--- src/rtl/mem_arbiter.sv ---
// ============================================================================
// Module   : mem_arbiter
// Purpose  : Arbitrates NCH byte-serial requesters onto one 8-bit memory port.
//            Each request moves 1, 2 or 4 bytes little-endian. Reads return
//            a zero-extended 32-bit word together with a one-cycle, one-hot
//            gnt_ready pulse.
// Options  : MEM_ARB_RR_EN - when defined, round-robin arbitration with a
//            rotating pointer; otherwise fixed priority (lowest index wins).
// Revision : 1.0 - initial release
// ============================================================================
`default_nettype none

module mem_arbiter #(
  parameter int NCH    = 3,
  parameter int ADDR_W = 32
) (
  input  logic                  clk,
  input  logic                  rst_n,
  input  logic                  rdy,
  input  logic                  io_buffer_full,
  input  logic [7:0]            mem_din,
  output logic [7:0]            mem_dout,
  output logic [ADDR_W-1:0]     mem_a,
  output logic                  mem_wr,
  input  logic [NCH-1:0]        req_rn,
  input  logic [NCH-1:0]        req_wn,
  input  logic [2*NCH-1:0]      req_len,
  input  logic [ADDR_W*NCH-1:0] req_addr,
  input  logic [32*NCH-1:0]     req_wdata,
  output logic [NCH-1:0]        gnt_ready,
  output logic [31:0]           rdata,
  output logic                  busy
);

  localparam int IDX_W = $clog2(NCH);

  typedef enum logic [1:0] {
    S_IDLE = 2'd0,
    S_RD   = 2'd1,
    S_WR   = 2'd2,
    S_DONE = 2'd3
  } state_t;

  state_t r_state;
  state_t w_state_nxt;

  // Transaction registers captured when a winner is chosen.
  logic [IDX_W-1:0]  r_win;
  logic [ADDR_W-1:0] r_base;
  logic [1:0]        r_lenm1;   // byte count minus one: 0, 1 or 3
  logic [31:0]       r_wdata;
  logic [31:0]       r_rdata;

  // r_cnt: index of the next byte to issue. For reads, r_pend marks that a
  // byte was issued last cycle and its data is on mem_din this cycle.
  logic [2:0]        r_cnt;
  logic              r_pend;

  logic [NCH-1:0]    w_req;
  logic              w_any;
  logic [IDX_W-1:0]  w_win;
  logic [2:0]        w_len;
  logic [2:0]        w_cnt_m1;
  logic [1:0]        w_cap_idx;
  logic [ADDR_W-1:0] w_addr;
  logic [7:0]        w_wbyte;
  logic              w_stall;
  logic              w_grant;
  logic [1:0]        w_req_len;

  assign w_req     = req_rn | req_wn;
  assign w_len     = {1'b0, r_lenm1} + 3'd1;
  assign w_cnt_m1  = r_cnt - 3'd1;
  assign w_cap_idx = w_cnt_m1[1:0];
  assign w_addr    = r_base + ADDR_W'(r_cnt);
  assign w_wbyte   = r_wdata[{r_cnt[1:0], 3'b000} +: 8];
  assign w_grant   = (r_state == S_IDLE) && rdy && w_any;
  assign w_req_len = req_len[w_win*2 +: 2];

  // IO-mapped writes (address bits [17:16] == 2'b11) stall while the UART
  // buffer is full; narrow address spaces cannot reach that region.
  generate
    if (ADDR_W >= 18) begin : g_io_stall
      assign w_stall = (w_addr[17:16] == 2'b11) && io_buffer_full;
    end else begin : g_no_io_stall
      assign w_stall = 1'b0;
    end
  endgenerate

`ifdef MEM_ARB_RR_EN
  logic [IDX_W-1:0] r_ptr;
  int               w_idx;

  // Round-robin search: first requester at or after the pointer, wrapping.
  always_comb begin
    w_any = 1'b0;
    w_win = '0;
    w_idx = 0;
    for (int i = NCH-1; i >= 0; i--) begin
      w_idx = int'(r_ptr) + i;
      if (w_idx >= NCH) w_idx = w_idx - NCH;
      if (w_req[w_idx]) begin
        w_any = 1'b1;
        w_win = IDX_W'(w_idx);
      end
    end
  end

  // Pointer moves to the channel after the winner on every grant.
  always_ff @(posedge clk or negedge rst_n) begin
    if (!rst_n) begin
      r_ptr <= '0;
    end else if (w_grant) begin
      r_ptr <= (w_win == IDX_W'(NCH-1)) ? '0 : w_win + IDX_W'(1);
    end
  end
`else
  // Fixed priority: the lowest requesting index wins.
  always_comb begin
    w_any = 1'b0;
    w_win = '0;
    for (int i = NCH-1; i >= 0; i--) begin
      if (w_req[i]) begin
        w_any = 1'b1;
        w_win = IDX_W'(i);
      end
    end
  end
`endif

  // State register.
  always_ff @(posedge clk or negedge rst_n) begin
    if (!rst_n) begin
      r_state <= S_IDLE;
    end else begin
      r_state <= w_state_nxt;
    end
  end

  // Next-state and memory-port/handshake outputs.
  always_comb begin
    w_state_nxt = r_state;
    mem_a       = '0;
    mem_dout    = '0;
    mem_wr      = 1'b0;
    gnt_ready   = '0;
    busy        = (r_state != S_IDLE);
    case (r_state)
      S_IDLE: begin
        if (w_grant) begin
          w_state_nxt = req_wn[w_win] ? S_WR : S_RD;
        end
      end
      S_RD: begin
        mem_a = w_addr;
        if (rdy && r_pend && (r_cnt == w_len)) begin
          w_state_nxt = S_DONE;
        end
      end
      S_WR: begin
        mem_a    = w_addr;
        mem_dout = w_wbyte;
        mem_wr   = rdy && !w_stall;
        if (rdy && !w_stall && (r_cnt == {1'b0, r_lenm1})) begin
          w_state_nxt = S_DONE;
        end
      end
      S_DONE: begin
        gnt_ready[r_win] = rdy;
        if (rdy) begin
          w_state_nxt = S_IDLE;
        end
      end
      default: begin
        w_state_nxt = S_IDLE;
      end
    endcase
  end

  // Transaction capture, byte counters and read-data assembly.
  always_ff @(posedge clk or negedge rst_n) begin
    if (!rst_n) begin
      r_win   <= '0;
      r_base  <= '0;
      r_lenm1 <= '0;
      r_wdata <= '0;
      r_rdata <= '0;
      r_cnt   <= '0;
      r_pend  <= 1'b0;
    end else begin
      case (r_state)
        S_IDLE: begin
          if (w_grant) begin
            r_win   <= w_win;
            r_base  <= req_addr[w_win*ADDR_W +: ADDR_W];
            r_lenm1 <= w_req_len[1] ? 2'd3 : {1'b0, w_req_len[0]};
            r_wdata <= req_wdata[w_win*32 +: 32];
            r_rdata <= '0;
            r_cnt   <= '0;
            r_pend  <= 1'b0;
          end
        end
        S_RD: begin
          if (rdy) begin
            if (r_pend) begin
              r_rdata[{w_cap_idx, 3'b000} +: 8] <= mem_din;
            end
            if (r_cnt != w_len) begin
              r_cnt  <= r_cnt + 3'd1;
              r_pend <= 1'b1;
            end else begin
              r_pend <= 1'b0;
            end
          end else if (r_pend) begin
            // Data cycle lost to rdy low: step back so the byte is reissued.
            r_cnt  <= w_cnt_m1;
            r_pend <= 1'b0;
          end
        end
        S_WR: begin
          if (rdy && !w_stall && (r_cnt != {1'b0, r_lenm1})) begin
            r_cnt <= r_cnt + 3'd1;
          end
        end
        default: begin
        end
      endcase
    end
  end

  assign rdata = r_rdata;

endmodule

`default_nettype wire

--- config.mk ---
export PLATFORM = sky130hd
export DESIGN_NAME = mem_arbiter
export DESIGN_NICKNAME = d
export VERILOG_FILES = /design/src/rtl/mem_arbiter.sv
export SDC_FILE = /design/constraint.sdc
export NUM_CORES = 1
export LEC_CHECK = 0
export BUFFER_PORTS_ARGS = -buffer_cell sky130_fd_sc_hd__buf_4
export CAP_MARGIN = 20
export CORE_MARGIN = 4
export CORE_UTILIZATION = 27
export CTS_CLUSTER_DIAMETER = 100
export CTS_CLUSTER_SIZE = 16
export DETAILED_ROUTE_END_ITERATION = 10
export SLEW_MARGIN = 20
export SYNTH_ARGS = -nofsm -noshare
export SYNTH_HDL_FRONTEND = slang
export SYNTH_SLANG_ARGS = --single-unit
--- constraint.sdc ---
create_clock -name clk -period 4.47 [get_ports clk]
set_input_delay 0.894 -clock clk [delete_from_list [all_inputs] [get_ports clk]]
set_output_delay 0.894 -clock clk [all_outputs]
set_load 0.005 [all_outputs]
* Yosys cells after proc, flatten, opt, wreduce, memory -nomap -nowiden
Index checks and enable logic that the tools add are counted.
Word-level totals: memory bits (writable) 0, output and inout bits 77, memory bits (read-only) 0, bits in latches 0, word-level logic and storage cells 97, memories 0, register bits 106, input port bits 216
Cells by class: reductions and logical operators 20, bitwise gates (word level) 2, shifts and indexed selects 6, mux-type cells 36, $add $sub $neg 5, div/mod/pow operators 0, $mul 0, order comparisons 3, equal/unequal tests 17
Operator list (count):
- $shiftx A96 B8 Y32 | 2
- $mux W32 | 4
- $pmux W32 S2 | 1
- $add A32 B3 Y32 | 1
- $bwmux W32 | 1
- $shift A8 B7 Y32 const A | 1
- $shiftx A32 B6 Y8 | 1
- $shiftx A8 B7 Y32 | 1
- $mux W2 | 9
- $mux W3 | 6
- $ne A2 B2 Y1 const B | 7
- $logic_and A1 B1 Y1 | 9
- $mux W1 | 9
- $pmux W3 S3 | 1
- $mux W8 | 1
- $pmux W2 S4 | 1
- $reduce_and A4 Y1 | 2
- $neg A5 Y7 | 1
- $eq A2 B2 Y1 const B | 3
- $lt A2 B3 Y1 const B | 2
- $ne A3 B3 Y1 const B | 2
- $shiftx A6 B4 Y2 | 1
- $reduce_and A5 Y1 | 1
- $reduce_and A2 Y1 | 2
- other kinds (19) | 20

* Logic depth before layout (Yosys ltp)
Gate-level depths: netlist of the first run.
word-level depth 9, mapped depth 10, mapped depth without buffers 8

* Worst setup path before layout of the first run
OpenSTA, ideal clock, no wires.
path type register to output, start point register r_cnt[2], end point output mem_a[28], stages on the path, launching flop included 8, required time 3576 ps, path slack 1586 ps, data arrival time 1990 ps, cell sequence dfrtp_1 -> ha_1 -> a21o_1 -> nand2_1 -> nor4_2 -> nand4_1 -> xnor2_1 -> and2_1
On the way: word-level cells in the longest chain between the ends 2
RTL lines:
- start, declared | RTL line 56 | logic [2:0] r_cnt;
- start signal, assigned | RTL line 209 | r_cnt <= r_cnt + 3'd1;
- start signal, assigned | RTL line 216 | r_cnt <= w_cnt_m1;
- start signal, assigned | RTL line 222 | r_cnt <= r_cnt + 3'd1;
- $add A32 B3 Y32 | RTL line 75 | assign w_addr = r_base + ADDR_W'(r_cnt);
- $mux W32 | RTL line 148 | case (r_state)
- end, declared | RTL line 23 | output logic [ADDR_W-1:0] mem_a,
No other way between the ends.

* Worst setup path in the final report of the first run
start point register r_cnt[2], end point output mem_a[31]
The elaborated chain is that of the path after synthesis.

==> out/results.txt, run 1 <==
Worst-Skew Late Latency - 0.36 ns
Crit. End Element - output port
Syn nets - 1029
Post-synthesis sequential area ratio - 38.5%
Drt drc - 0
Yosys warning total - 0
Tot GR Track Use - 15.7%
Power per cell area - 473 nW/µm²
Storage cell area - 2650 µm²
Buf/Inv on CP - 1
Synth cell types - 55
Io pins - 293
Initial antenna violation count - 0
Filler cell count in the final layout - 2586
GR Overflow Total - 0
Multi-input logic area - 3990 µm²
Reg2Reg Depth - 7
P_leak - 0.00458 µW
Clock Sinks - 106
Setup slack, reg-to-reg - 1.93 ns
CP max-delay cell - dfrtp_1
VDD IR max - 248 µV
Routed WL - 22700 µm
Vias in the first global route - 6536
Largest net degree at the start of global routing - 100
RSZ-0062 raised after global routing - no
Hold Startpoint - r_wdata[22]$_DFFE_PN0P_
Fraction of layout cells with a size suffix above 1 - 32.6%
Routability cong. - 0.820
Setup CP Type - register to output port
Min-Delay Endpoint - r_wdata[22]$_DFFE_PN0P_
Outcome - completed
First drt pass iteration count - 6
Max-cap violations - 0
Nets - 1296
Synthesized cell area - 6900 µm²
Clk pwr share - 17.8%
Fin util - 38.7%
Hpwl dp - 18000 µm
Arrival time at the worst endpoint - 2.91 ns
DR iter-0 viols - 305
Slew @ Worst Pin - 0.979 ns
Slew HR - 34.8%
Core area - 25200 µm²
Die Span Y - 168 µm
Yosys top cell by area - dfrtp_1
Sw Pwr - 1840 µW
Fin crit share - 85.0%
Sequential share of power - 35.2%
PortBufs - 292
Setup TNS - 0 ns
Mean Syn Cell Area - 8.62 µm²
Cell depth of the worst hold path - 2
Sw Share - 39.9%
Post-CTS sizing - 0
Global-route wire length before repair - 35700 µm
Min-Delay Path Class - register to register
Die area - 28200 µm²
Area grow syn2layout - 41.2%
Logic pwr share - 47.0%
Most area-consuming cells after synthesis - dfrtp_1, mux2i_1, nand2_1
Std cell rows - 58
Initial Utilization - 27.4%
WP data required - 3.58 ns
Post-synth EDFFs - 0
Post-synth top area share - 38.5%
Min Tclk post-route - 3.80 ns
Placed Cells - 1386
Crit-path max FO - 6
Reg2reg start - r_cnt[2]$_DFFE_PN0P_
Max clock buf depth - 2
Fraction of registers with async set/reset - 100%
Setup crit start kind - register
CTS hold repair buffers - 0
Power Internal - 2770 µW
Yosys reg bits - 106
Endpoints failing setup - 0
Main synth FF type - dfrtp_1
Layout Cells excl Fill - 1402
Fmax - 263 MHz
Routed vias/inst - 4.71
Routed len/inst - 16.2 µm
Largest delay share family, worst path - simple AND/OR/NAND/NOR gates
CTS tree - yes
Post-CTS Setup Inserts - 0
Final ANT Viol Nets - 0
Slew Limit Fails - 0
Vias - 6597
Worst path cell trace - ha_1 > a211o_1 > o211ai_1 > nor3_1 > nand3_1 > or3_1 > a21boi_0 > buf_4
ANT cells - 0
Largest stage delay on the critical path - 0.50 ns
Reg2reg end - r_state[1]$_DFFE_PN0P_
Clock Tree Root - clkbuf_16
Worst-path clk slew - 0.08 ns
Die Span X - 168 µm
Cells after Synth - 800
H-tree depth - 3
CTS Buf Count - 9
Final Hold Fails - 0
Clk_skew - 0.0116 ns
-- power by group through the flow --
stage	sequential (µW)	clock [µW]	combinational, µW
5_1_grt	1680	882	2460
3_3_place_gp	1630	0	2180
2_1_floorplan	1520	0	1320
6_report	1620	820	2160
4_1_cts	1630	846	2220
3_5_place_dp	1640	0	2210
-- sequential cells by signal, indices dropped and copies added (netlist names) --
signal / flops
r_win: 2
r_state: 2
r_lenm1: 2
r_wdata: 32
r_cnt: 3
rdata: 32
r_base: 32
r_pend: 1
-- cells in the mapped netlist (all sizes together), types with 2 or more instances --
cell type / number
and3: 3
nor2: 81
dfrtp: 106
nand3: 10
and4: 5
nor2b: 5
ha: 12
nor3: 9
a41oi: 2
or3: 9
o211ai: 3
mux2: 6
and2: 32
o21ai: 94
nand4: 8
a21boi: 4
nand2: 124
xor2: 12
nand2b: 4
o31ai: 2
clkbuf: 15
a22o: 16
a21oi: 72
mux2i: 66
mux4: 8
xnor2: 18
a21o: 4
inv: 10
nor4: 7
o21a: 4
buf: 36
-- layer usage --
metal	GRT usage, %	share of wire (%)	routed length (µm)
met1	20.0	43	9840
met2	27.3	49	11100
met4	3.35	1.3	285
met5	0	0	0
met3	3.73	6.5	1470
-- worst max path at each step --
stage / start / end / slack, ns / cells past startpoint
after floorplan: r_cnt[2]$_DFFE_PN0P_ / mem_a[28] / 1.59 / 7
after global placement: r_cnt[1]$_DFFE_PN0P_ / mem_a[30] / 1.10 / 9
after detailed placement: r_cnt[1]$_DFFE_PN0P_ / mem_a[30] / 1.02 / 9
after CTS: r_cnt[2]$_DFFE_PN0P_ / mem_a[30] / 0.61 / 8
after global routing: r_cnt[2]$_DFFE_PN0P_ / mem_a[30] / 0.44 / 8
final: r_cnt[2]$_DFFE_PN0P_ / mem_a[31] / 0.67 / 8
-- through the flow --
step	worst slack (ns)	cell area [µm²]	total power, µW	hold slack (ns)
floorplan	1.59	6900	2850	0.445
global placement	1.10	9440	3810	0.455
detailed placement	1.02	9440	3860	0.466
CTS	0.614	9740	4690	0.484
global route	0.440	9740	5020	0.500
finish	0.669	9740	4610	0.477
-- logic make-up after synthesis --
logic type / after synthesis / synth area share, %
multiplexers: 80 / 13.2
XOR/XNOR: 30 / 3.81
adder cells (fa/ha/maj): 13 / 2.47
buffers and inverters: 61 / 3.99
AO/OA/AOI/OAI: 210 / 17.5
flip-flops: 106 / 38.5
AND/OR/NAND/NOR: 300 / 20.5
-- cell type report --
cell class,instances,area share [%]
inverters,10,0.386
flip-flops and latches,106,27.2
well taps,330,4.24
multi-input cells,633,40.9
repair buffers,307,24.2
clock inverters,7,0.694
clock buffers,9,2.31
-- worst reg2reg max path, cell delays in order (launching register included) --
cell and delay [ns]:
dfrtp_1 0.50, ha_1 0.30, a211o_1 0.15, o211ai_1 0.24, o31a_1 0.41, o221a_4 0.32
o21ai_2 0.17, mux2_1 0.33
-- cells in the final DEF, fill, tap and decap left out, types with 8 or more instances in the layout --
cell type	count
inv_1	10
a22o_1	16
o21ai_0	86
nand3_1	9
a21oi_1	72
mux4_2	8
mux2i_1	66
and2_1	31
nand2_1	124
or3_1	8
xor2_1	12
clkbuf_16	9
nor2_1	80
ha_1	12
buf_4	303
xnor2_1	18
dfrtp_1	106
(Power assumes the default switching activity.)
==> run 2, diff against run 1 <==
==> constraint.sdc (replaced) <==
create_clock -name clk -period 4.47 [get_ports clk]
set_input_delay 0.6705 -clock clk [delete_from_list [all_inputs] [get_ports clk]]
set_output_delay 0.6705 -clock clk [all_outputs]
set_load 0.005 [all_outputs]
==> out/results.txt, run 2 (synthesis gave the netlist of run 1 again) <==
Design area - 9750 µm²
CTS Buf Count - 9
Area grow syn2layout - 41.4%
Post-CTS Setup Inserts - 0
Tot GR Track Use - 15.7%
Die Span Y - 168 µm
Fin crit share - 78.8%
Reg2reg end - r_state[1]$_DFFE_PN0P_
Routed vias/inst - 4.75
Routed len/inst - 16.3 µm
Fraction of layout cells with a size suffix above 1 - 32.5%
Clk_skew - 0.0120 ns
Slew @ Worst Pin - 0.950 ns
Setup TNS - 0 ns
Crit. End Element - output port
Fin util - 38.7%
H-tree depth - 3
Std cell rows - 58
Min Tclk post-route - 3.52 ns
Vias - 6655
ANT cells - 0
Setup CP Type - register to output port
Min-Delay Path Class - input port to asynchronous set/reset pin
Routability cong. - 0.803
Hold Slack - 0.369 ns
Die area - 28200 µm²
First drt pass iteration count - 4
P_leak - 0.00458 µW
Most common cell after layout, fill and taps aside - buf_4
Placed Area - 9420 µm²
Clock Sinks - 106
Commonest non-fill, non-tap cells in the layout - buf_4, nand2_1, dfrtp_1, o21ai_0, nor2_1
CTS hold repair buffers - 0
Vias in the first global route - 6625
GR Overflow Total - 0
DR iter-0 viols - 294
Fmax - 284 MHz
Worst-path clk slew - 0.08 ns
Max clock buf depth - 2
Final Hold Fails - 0
Die Span X - 168 µm
CTS tree - yes
Initial Utilization - 27.4%
Reg2Reg Depth - 7
Final ANT Viol Nets - 0
Drt drc - 0
Nets - 1294
Clock Tree Root - clkbuf_16
Routed WL - 22800 µm
Reg2reg start - r_cnt[1]$_DFFE_PN0P_
Max-cap violations - 0
Power per cell area - 483 nW/µm²
PortBufs - 292
Worst-Skew Late Latency - 0.36 ns
WP data required - 3.80 ns
Post-CTS sizing - 0
Endpoints failing setup - 0
Arrival time at the worst endpoint - 2.85 ns
Setup slack, reg-to-reg - 1.94 ns
RSZ-0062 raised after global routing - no
Core area - 25200 µm²
Setup crit start kind - register
Largest net degree at the start of global routing - 71
Outcome - completed
Slew HR - 36.2%
Slew Limit Fails - 0
Hpwl dp - 18200 µm
VDD IR max - 281 µV
Initial antenna violation count - 0
Crit-path max FO - 6
Global-route wire length before repair - 35600 µm
Io pins - 293
run 2: changes by cell type in the layout (fill, tap and decap cells not counted):
cell / before / now
inv_6: 2 / 1
inv_8: 3 / 2
ha_2: 0 / 1
buf_12: 4 / 3
ha_1: 12 / 11
bufinv_16: 0 / 2
buf_4: 303 / 302
run 2: worst max path at each step:
stage                               from   endpoint  cells after the start
floorplan           r_cnt[2]$_DFFE_PN0P_  mem_a[28]                      7
global placement    r_cnt[2]$_DFFE_PN0P_  mem_a[28]                      8
detailed placement  r_cnt[2]$_DFFE_PN0P_  mem_a[28]                      8
CTS                 r_cnt[2]$_DFFE_PN0P_  mem_a[28]                      8
global route        r_cnt[2]$_DFFE_PN0P_  mem_a[28]                      8
finish              r_cnt[2]$_DFFE_PN0P_  mem_a[28]                      8
run 2: critical path: stages, from the launching register on:
cell and delay [ns]:
dfrtp_1 0.47, ha_1 0.40, a21o_1 0.24, nand2_1 0.12, nor4_2 0.65, nand4_1 0.19, xnor2_1 0.15, and2_1 0.15
buf_4 0.13
run 2: cell type report:
class	instances	area, µm²
Inverter	10	37.5
Fill cell	2585	15400
Multi-Input combinational cell	633	3990
Clock inverter	7	108
Tap cell	330	413
Timing Repair Buffer	305	2330
Clock buffer	9	225
Sequential cell	106	2650
run 2: layer usage:
layer	wire [µm]	track usage (%)	up-vias
met4	361	3.95	0
met1	9770	19.9	3088
met3	1400	3.52	29
met5	0	0	-
li1	-	-	3333
met2	11200	27.0	205
run 2: metrics by stage:
step	total power, µW	setup slack, ns	instances
6_report	4710	0.949	1400
5_1_grt	5090	0.700	1400
4_1_cts	4790	0.900	1400
3_5_place_dp	3870	1.31	1384
3_3_place_gp	3810	1.36	1384
2_1_floorplan	2850	1.81	800
run 2: report_power, final:
group,switching (µW),internal [µW]
clock,402,503
sequential,332,1300
combinational,1090,1080
